--- src/rtl/core_irq_ctrl.sv ---
// Interrupt/exception sequencer: latches IRQ rising edges, prioritises them
// against the current nesting level, pushes {pc, sr, prio} on a context stack
// and emits one-cycle redirect pulses for takes and for eret returns.
// Ports: clk/rst; irq, mask_we/mask_wdata, swi, eret, ie, id_pc, sr in;
//        except/set_pc/new_pc/write_mode/mode/irq_ack/restore_sr/eret_err
//        pulses out; epc/esr (top of stack) and depth status out.

package core_irq_ctrl_pkg;
   typedef enum logic [1:0] {
      MODE_NONE = 2'd0,
      MODE_IRQ  = 2'd1,
      MODE_SWI  = 2'd2
   } mode_t;
endpackage

module core_irq_ctrl
   import core_irq_ctrl_pkg::*;
#(
   parameter int                NUM_IRQ    = 8,
   parameter int                ADDR_W     = 32,
   parameter int                SR_W       = 32,
   parameter int                NEST_DEPTH = 2,
   parameter logic [ADDR_W-1:0] VEC_BASE   = 'h100,
   parameter logic [ADDR_W-1:0] VEC_STRIDE = 'h10,
   parameter logic [ADDR_W-1:0] VEC_SWI    = 'h80
) (
   input  logic                              clk,
   input  logic                              rst,
   input  logic [NUM_IRQ-1:0]                irq,
   input  logic                              mask_we,
   input  logic [NUM_IRQ-1:0]                mask_wdata,
   input  logic                              swi,
   input  logic                              eret,
   input  logic                              ie,
   input  logic [ADDR_W-1:0]                 id_pc,
   input  logic [SR_W-1:0]                   sr,
   output logic                              except,
   output logic                              set_pc,
   output logic [ADDR_W-1:0]                 new_pc,
   output logic                              write_mode,
   output mode_t                             mode,
   output logic [NUM_IRQ-1:0]                irq_ack,
   output logic [ADDR_W-1:0]                 epc,
   output logic [SR_W-1:0]                   esr,
   output logic                              restore_sr,
   output logic [$clog2(NEST_DEPTH+1)-1:0]   depth,
   output logic                              eret_err
);

   localparam int PRIO_W  = $clog2(NUM_IRQ + 1);
   localparam int DEPTH_W = $clog2(NEST_DEPTH + 1);

   // Edge history, pending latches and enable mask
   logic [NUM_IRQ-1:0] irq_prev_q, irq_prev_d;
   logic [NUM_IRQ-1:0] pending_q, pending_d;
   logic [NUM_IRQ-1:0] mask_q, mask_d;

   // Context stack; a stored prio of NUM_IRQ marks a SWI frame
   logic [ADDR_W-1:0] stk_pc_q   [NEST_DEPTH];
   logic [ADDR_W-1:0] stk_pc_d   [NEST_DEPTH];
   logic [SR_W-1:0]   stk_sr_q   [NEST_DEPTH];
   logic [SR_W-1:0]   stk_sr_d   [NEST_DEPTH];
   logic [PRIO_W-1:0] stk_prio_q [NEST_DEPTH];
   logic [PRIO_W-1:0] stk_prio_d [NEST_DEPTH];
   logic [DEPTH_W-1:0] depth_q, depth_d;

   // Registered output pulses
   logic               except_q, except_d;
   logic               set_pc_q, set_pc_d;
   logic               write_mode_q, write_mode_d;
   logic               restore_sr_q, restore_sr_d;
   logic               eret_err_q, eret_err_d;
   logic [ADDR_W-1:0]  new_pc_q, new_pc_d;
   logic [NUM_IRQ-1:0] irq_ack_q, irq_ack_d;
   mode_t              mode_q, mode_d;

   // Combinational helpers
   logic [NUM_IRQ-1:0] rise, eligible;
   logic [PRIO_W-1:0]  win_idx;
   logic [DEPTH_W-1:0] depth_eff;
   logic [ADDR_W-1:0]  eff_pc;
   logic [PRIO_W-1:0]  eff_prio, below_prio;
   logic               take_ok, irq_take, swi_take, eret_ok;
   logic [ADDR_W-1:0]  top_pc;
   logic [SR_W-1:0]    top_sr;

   always_comb begin
      rise     = irq & ~irq_prev_q;
      // A rise seen this cycle can win immediately, giving a one-cycle take.
      eligible = (pending_q | rise) & mask_q;

      win_idx = '0;
      for (int i = NUM_IRQ - 1; i >= 0; i--) begin
         if (eligible[i]) begin
            win_idx = PRIO_W'(i);
         end
      end

      // The pop of an eret is committed at the end of its pulse cycle so that
      // epc/esr still show the returning frame while the core restores from
      // them. Decisions made during that cycle use the post-pop view.
      depth_eff = depth_q - DEPTH_W'(restore_sr_q);

      eff_pc     = '0;
      eff_prio   = '0;
      below_prio = '0;
      top_pc     = '0;
      top_sr     = '0;
      for (int k = 0; k < NEST_DEPTH; k++) begin
         if (k == int'(depth_eff) - 1) begin
            eff_pc   = stk_pc_q[k];
            eff_prio = stk_prio_q[k];
         end
         if (k == int'(depth_eff) - 2) begin
            below_prio = stk_prio_q[k];
         end
         if (k == int'(depth_q) - 1) begin
            top_pc = stk_pc_q[k];
            top_sr = stk_sr_q[k];
         end
      end

      eret_ok  = eret && (depth_eff != '0);
      take_ok  = ie && !eret && !except_q && (int'(depth_eff) < NEST_DEPTH);
      irq_take = take_ok && (|eligible) &&
                 ((depth_eff == '0) || (win_idx < eff_prio));
      swi_take = take_ok && swi && !irq_take && (depth_eff == '0);
   end

   always_comb begin
      irq_prev_d   = irq;
      pending_d    = (pending_q & ~irq_ack_q) | rise;
      mask_d       = mask_we ? mask_wdata : mask_q;
      stk_pc_d     = stk_pc_q;
      stk_sr_d     = stk_sr_q;
      stk_prio_d   = stk_prio_q;
      depth_d      = depth_eff;
      except_d     = 1'b0;
      set_pc_d     = 1'b0;
      write_mode_d = 1'b0;
      restore_sr_d = 1'b0;
      eret_err_d   = 1'b0;
      new_pc_d     = '0;
      irq_ack_d    = '0;
      mode_d       = MODE_NONE;

      if (eret) begin
         if (eret_ok) begin
            set_pc_d     = 1'b1;
            write_mode_d = 1'b1;
            restore_sr_d = 1'b1;
            new_pc_d     = eff_pc;
            if (depth_eff == DEPTH_W'(1)) begin
               mode_d = MODE_NONE;
            end else if (below_prio == PRIO_W'(NUM_IRQ)) begin
               mode_d = MODE_SWI;
            end else begin
               mode_d = MODE_IRQ;
            end
         end else begin
            eret_err_d = 1'b1;
         end
      end else if (irq_take || swi_take) begin
         for (int k = 0; k < NEST_DEPTH; k++) begin
            if (k == int'(depth_eff)) begin
               stk_pc_d[k]   = id_pc;
               stk_sr_d[k]   = sr;
               stk_prio_d[k] = irq_take ? win_idx : PRIO_W'(NUM_IRQ);
            end
         end
         depth_d      = depth_eff + DEPTH_W'(1);
         except_d     = 1'b1;
         set_pc_d     = 1'b1;
         write_mode_d = 1'b1;
         if (irq_take) begin
            mode_d    = MODE_IRQ;
            new_pc_d  = VEC_BASE + ADDR_W'(win_idx) * VEC_STRIDE;
            irq_ack_d = NUM_IRQ'(1) << win_idx;
         end else begin
            mode_d    = MODE_SWI;
            new_pc_d  = VEC_SWI;
         end
      end
   end

   always_ff @(posedge clk) begin
      if (rst) begin
         irq_prev_q   <= '0;
         pending_q    <= '0;
         mask_q       <= '1;
         depth_q      <= '0;
         except_q     <= 1'b0;
         set_pc_q     <= 1'b0;
         write_mode_q <= 1'b0;
         restore_sr_q <= 1'b0;
         eret_err_q   <= 1'b0;
         new_pc_q     <= '0;
         irq_ack_q    <= '0;
         mode_q       <= MODE_NONE;
         for (int k = 0; k < NEST_DEPTH; k++) begin
            stk_pc_q[k]   <= '0;
            stk_sr_q[k]   <= '0;
            stk_prio_q[k] <= '0;
         end
      end else begin
         irq_prev_q   <= irq_prev_d;
         pending_q    <= pending_d;
         mask_q       <= mask_d;
         depth_q      <= depth_d;
         except_q     <= except_d;
         set_pc_q     <= set_pc_d;
         write_mode_q <= write_mode_d;
         restore_sr_q <= restore_sr_d;
         eret_err_q   <= eret_err_d;
         new_pc_q     <= new_pc_d;
         irq_ack_q    <= irq_ack_d;
         mode_q       <= mode_d;
         for (int k = 0; k < NEST_DEPTH; k++) begin
            stk_pc_q[k]   <= stk_pc_d[k];
            stk_sr_q[k]   <= stk_sr_d[k];
            stk_prio_q[k] <= stk_prio_d[k];
         end
      end
   end

   assign except     = except_q;
   assign set_pc     = set_pc_q;
   assign new_pc     = new_pc_q;
   assign write_mode = write_mode_q;
   assign mode       = mode_q;
   assign irq_ack    = irq_ack_q;
   assign restore_sr = restore_sr_q;
   assign eret_err   = eret_err_q;
   assign depth      = depth_q;
   assign epc        = top_pc;
   assign esr        = top_sr;

endmodule

--- config.mk ---
export PLATFORM = sky130hd
export DESIGN_NAME = core_irq_ctrl
export DESIGN_NICKNAME = d
export VERILOG_FILES = /design/src/rtl/core_irq_ctrl.sv
export SDC_FILE = /design/constraint.sdc
export NUM_CORES = 1
export LEC_CHECK = 0
export CORE_ASPECT_RATIO = 1.2
export CORE_MARGIN = 8
export CORE_UTILIZATION = 49
export CTS_BUF_LIST = sky130_fd_sc_hd__clkbuf_4 sky130_fd_sc_hd__clkbuf_8
export CTS_CLUSTER_DIAMETER = 120
export DETAILED_ROUTE_END_ITERATION = 16
export PLACE_DENSITY = 0.76
export SYNTH_ARGS = -nofsm -noshare
export SYNTH_HDL_FRONTEND = slang
export SYNTH_SLANG_ARGS = --single-unit
--- constraint.sdc ---
create_clock -name clk -period 4.5 [get_ports clk]
set_clock_uncertainty 0.1 [all_clocks]
set_input_delay 0.675 -clock clk [delete_from_list [all_inputs] [get_ports clk]]
set_output_delay 0.675 -clock clk [all_outputs]
set_load 0.02 [all_outputs]
==> results.sh <==
export IMPL_status="complete, no violations"
export IMPL_hold_viol=0
export IMPL_power_density_nw_per_um2=564.1
export IMPL_start_util_pct=49.26
export IMPL_ys_seq_area_share_pct=40.72
export IMPL_die_h_um=174.2
export IMPL_io_pins=199
export IMPL_drive_above_1_share_pct=6.445
export IMPL_cts_hold_buf=0
export IMPL_dieArea_um2=25760
export IMPL_max_freq_mhz=247.6
export IMPL_arrival_ns=4.38
export IMPL_antenna_found_initial=0
export IMPL_peakVddDrop_mv=0.4005
export IMPL_cts_tree="built"
export IMPL_first_pass_iters=4
export IMPL_grt_usage_pct=21.65
export IMPL_worst_slack_ns=0.4615
export IMPL_ctsResizeCount=0
export IMPL_rsz0062_at_grt="no"
export IMPL_finalNetCount=1576
export IMPL_ctsHtreeMaxLevel=2
export IMPL_period_minus_slack_ns=4.039
export IMPL_cp_data_required_time_ns=4.84
export IMPL_criticalPathCategory="flip-flop to flip-flop"
export IMPL_gp_congestion=0.7916
export IMPL_muxShareOfSynthArea_pct=0
export IMPL_crit_path_end_kind="flip-flop"
export IMPL_cts_sinks=208
export IMPL_grt_pass1_vias=9270
export IMPL_overflow=0
export IMPL_start_kind="flip-flop"
export IMPL_synth_seq_cells=208
export IMPL_synth_fa_ha_area_share_pct=1.101
export IMPL_seq_area_um2=4164
export IMPL_n_fill_cell=1863
export IMPL_synth_simple_gate_area_share_pct=34.43
export IMPL_pre_cts_ws_ns=0.4071
export IMPL_synth_avg_cell_area_um2=7.568
export IMPL_grt_first_pass_wirelength_mm=46.60
export IMPL_setup_tns_ns=0
export IMPL_syn2layout_area_growth_pct=27.26
export IMPL_placedCellCount=1712
export IMPL_clk_latency_ns=0.53
export IMPL_diodes=0
export IMPL_core_area_um2=20750
export IMPL_wl_per_cell_um=16.35
export IMPL_yosysWarnings=0
export IMPL_dp_hpwl_mm=18.49
export IMPL_maxSlewHeadroom_pct=28.77
export IMPL_hp_class="flip-flop to flip-flop"
export IMPL_synth_compound_area_share_pct=17.79
export IMPL_portBuffers=198
export IMPL_cts_buffers=37
export IMPL_synth_edf_count=0
export IMPL_setup_viol=0
export IMPL_postCtsSetupBuffers=0
export IMPL_drt_iter0_drc=576
export IMPL_rows=58
export IMPL_period_share_pct=89.75
export IMPL_synth_ff_type="dfxtp_1"
export IMPL_drc=0
export IMPL_wirelength_mm=29.01
export IMPL_grt_max_degree=183
export IMPL_yosys_area_share_xor_xnor_pct=0.08566
export IMPL_cts_root_buf="clkbuf_8"
export IMPL_synth_net_count=1446
export IMPL_mostFrequentLayoutCells="nand2_1 (304), dfxtp_1 (208), clkdlybuf4s50_1 (197)"
export IMPL_final_common_cell="nand2_1"
export IMPL_synth_top_family_by_area="simple AND/OR/NAND/NOR gates"
export IMPL_finalNonFillerCells=1775
export IMPL_drtAntennaViolNets=0
export IMPL_synthCells=1351
export IMPL_path_max_fanout=99
export IMPL_multi_input_area_um2=5515
export IMPL_worstMarginPinSlew_ns=1.068
export IMPL_synth_cell_types=47
export IMPL_post_drt_via_cell_ratio=5.544
export IMPL_clk_pin_slew_ns=0.06
export IMPL_via_count=9841
export IMPL_finalMaxSlewViolations=0
export IMPL_async_reset_ff_share_pct=0
export IMPL_syn_area_um2=10220
export IMPL_total_leakage_power_uw=0.004725
export IMPL_drv_cap=0
export IMPL_fp_dieW_um=147.9
export IMPL_cts_max_path_buffers=3
## per-stage QoR
step	hold WS (ns)	power [µW]	util [%]	area (µm²)
CTS	0.3538	7376	62.70	13010
finish	0.3521	7340	62.70	13010
floorplan	0.3360	4641	-	10220
global route	0.3690	7813	62.70	13010
global placement	0.3411	5521	59.13	12270
detailed placement	0.3470	5605	59.13	12270
## worst max-delay path, stage by stage (launching register included)
cell and delay, ns:
dfxtp_1 0.40, inv_1 0.11, ha_1 0.20, xor2_1 0.39
inv_1 0.21, ha_1 0.28, buf_4 0.21, nand2_1 0.08
nor2_1 0.04, a21oi_1 0.16, ha_1 0.26, a211oi_4 0.08
a2111oi_4 0.41, a21oi_4 0.12, buf_12 0.23, or4b_1 0.54
nand3_1 0.09
## final cells by class
class                      instances  area share (%)
timing repair buffer             216           16.88
clock buffer                      57           5.404
sequential                       208           32.00
clock inverter                     6          0.2788
inverter                          16          0.4615
tap                              270           2.596
multi-input combinational       1002           42.38
## power by group
part / internal, µW / switching [µW] / leakage, µW
clock: 994 / 767 / 0.000396
combinational: 1080 / 1880 / 0.00264
sequential: 2290 / 338 / 0.00169
total: 4360 / 2980 / 0.00472
## Yosys cell counts, types with 2 or more instances
cell	number	share of area [%]
nor3b_1	64	4.7
buf_1	10	0.37
buf_2	17	0.83
nor2_1	147	5.4
o22ai_1	2	0.12
nand4_1	3	0.18
a211oi_1	2	0.15
nor2b_1	27	1.7
o21a_1	5	0.37
clkbuf_1	89	3.3
a21oi_1	177	8.7
o21ai_1	7	0.34
a22o_1	64	5.5
nand2b_1	3	0.18
inv_1	16	0.59
nand3_1	68	3.3
nand3b_1	2	0.15
nand2_1	304	11
a211o_1	8	0.69
or3_1	2	0.12
buf_6	4	0.44
nor3_1	11	0.54
or4b_1	64	6.3
ha_1	9	1.1
buf_4	5	0.37
a31oi_1	3	0.18
o41ai_1	2	0.17
o21ai_0	10	0.49
dfxtp_1	208	41
## logic make-up after synthesis
group                      count (synthesis)
and+or+nand+nor                          702
xor gates and xnor gates                   1
buffers and inverters                    141
adders and majority gates                  9
AOI/OAI and AO/OA                        290
DFF                                      208
## registers in the layout, indices dropped and copies added (netlist names), 8 cells and up
signal	flops
stk_prio_q	8
stk_sr_q	64
irq_ack	8
new_pc	32
mask_q	8
pending_q	8
stk_pc_q	64
irq_prev_q	8
## per-layer routing
layer	part of all wire (%)	GRT usage (%)
met1	42	25.37
met2	50	37.81
met3	6.0	4.657
met4	2.2	8.174
met5	0	0
## worst paths after layout
path                                                 from  slack, ns  depth (start not counted)                   endpoint
worst max-delay path                  depth[0]$_SDFF_PP0_       0.46                         16   stk_pc_q[2]$_SDFFE_PP0P_
worst min-delay path            stk_sr_q[61]$_SDFFE_PP0P_       0.35                          2  stk_sr_q[61]$_SDFFE_PP0P_
worst max register to register        depth[0]$_SDFF_PP0_       0.46                         16   stk_pc_q[2]$_SDFFE_PP0P_
worst min register to register  stk_sr_q[61]$_SDFFE_PP0P_       0.35                          2  stk_sr_q[61]$_SDFFE_PP0P_
No activity file was read; power rests on OpenSTA's default activity.
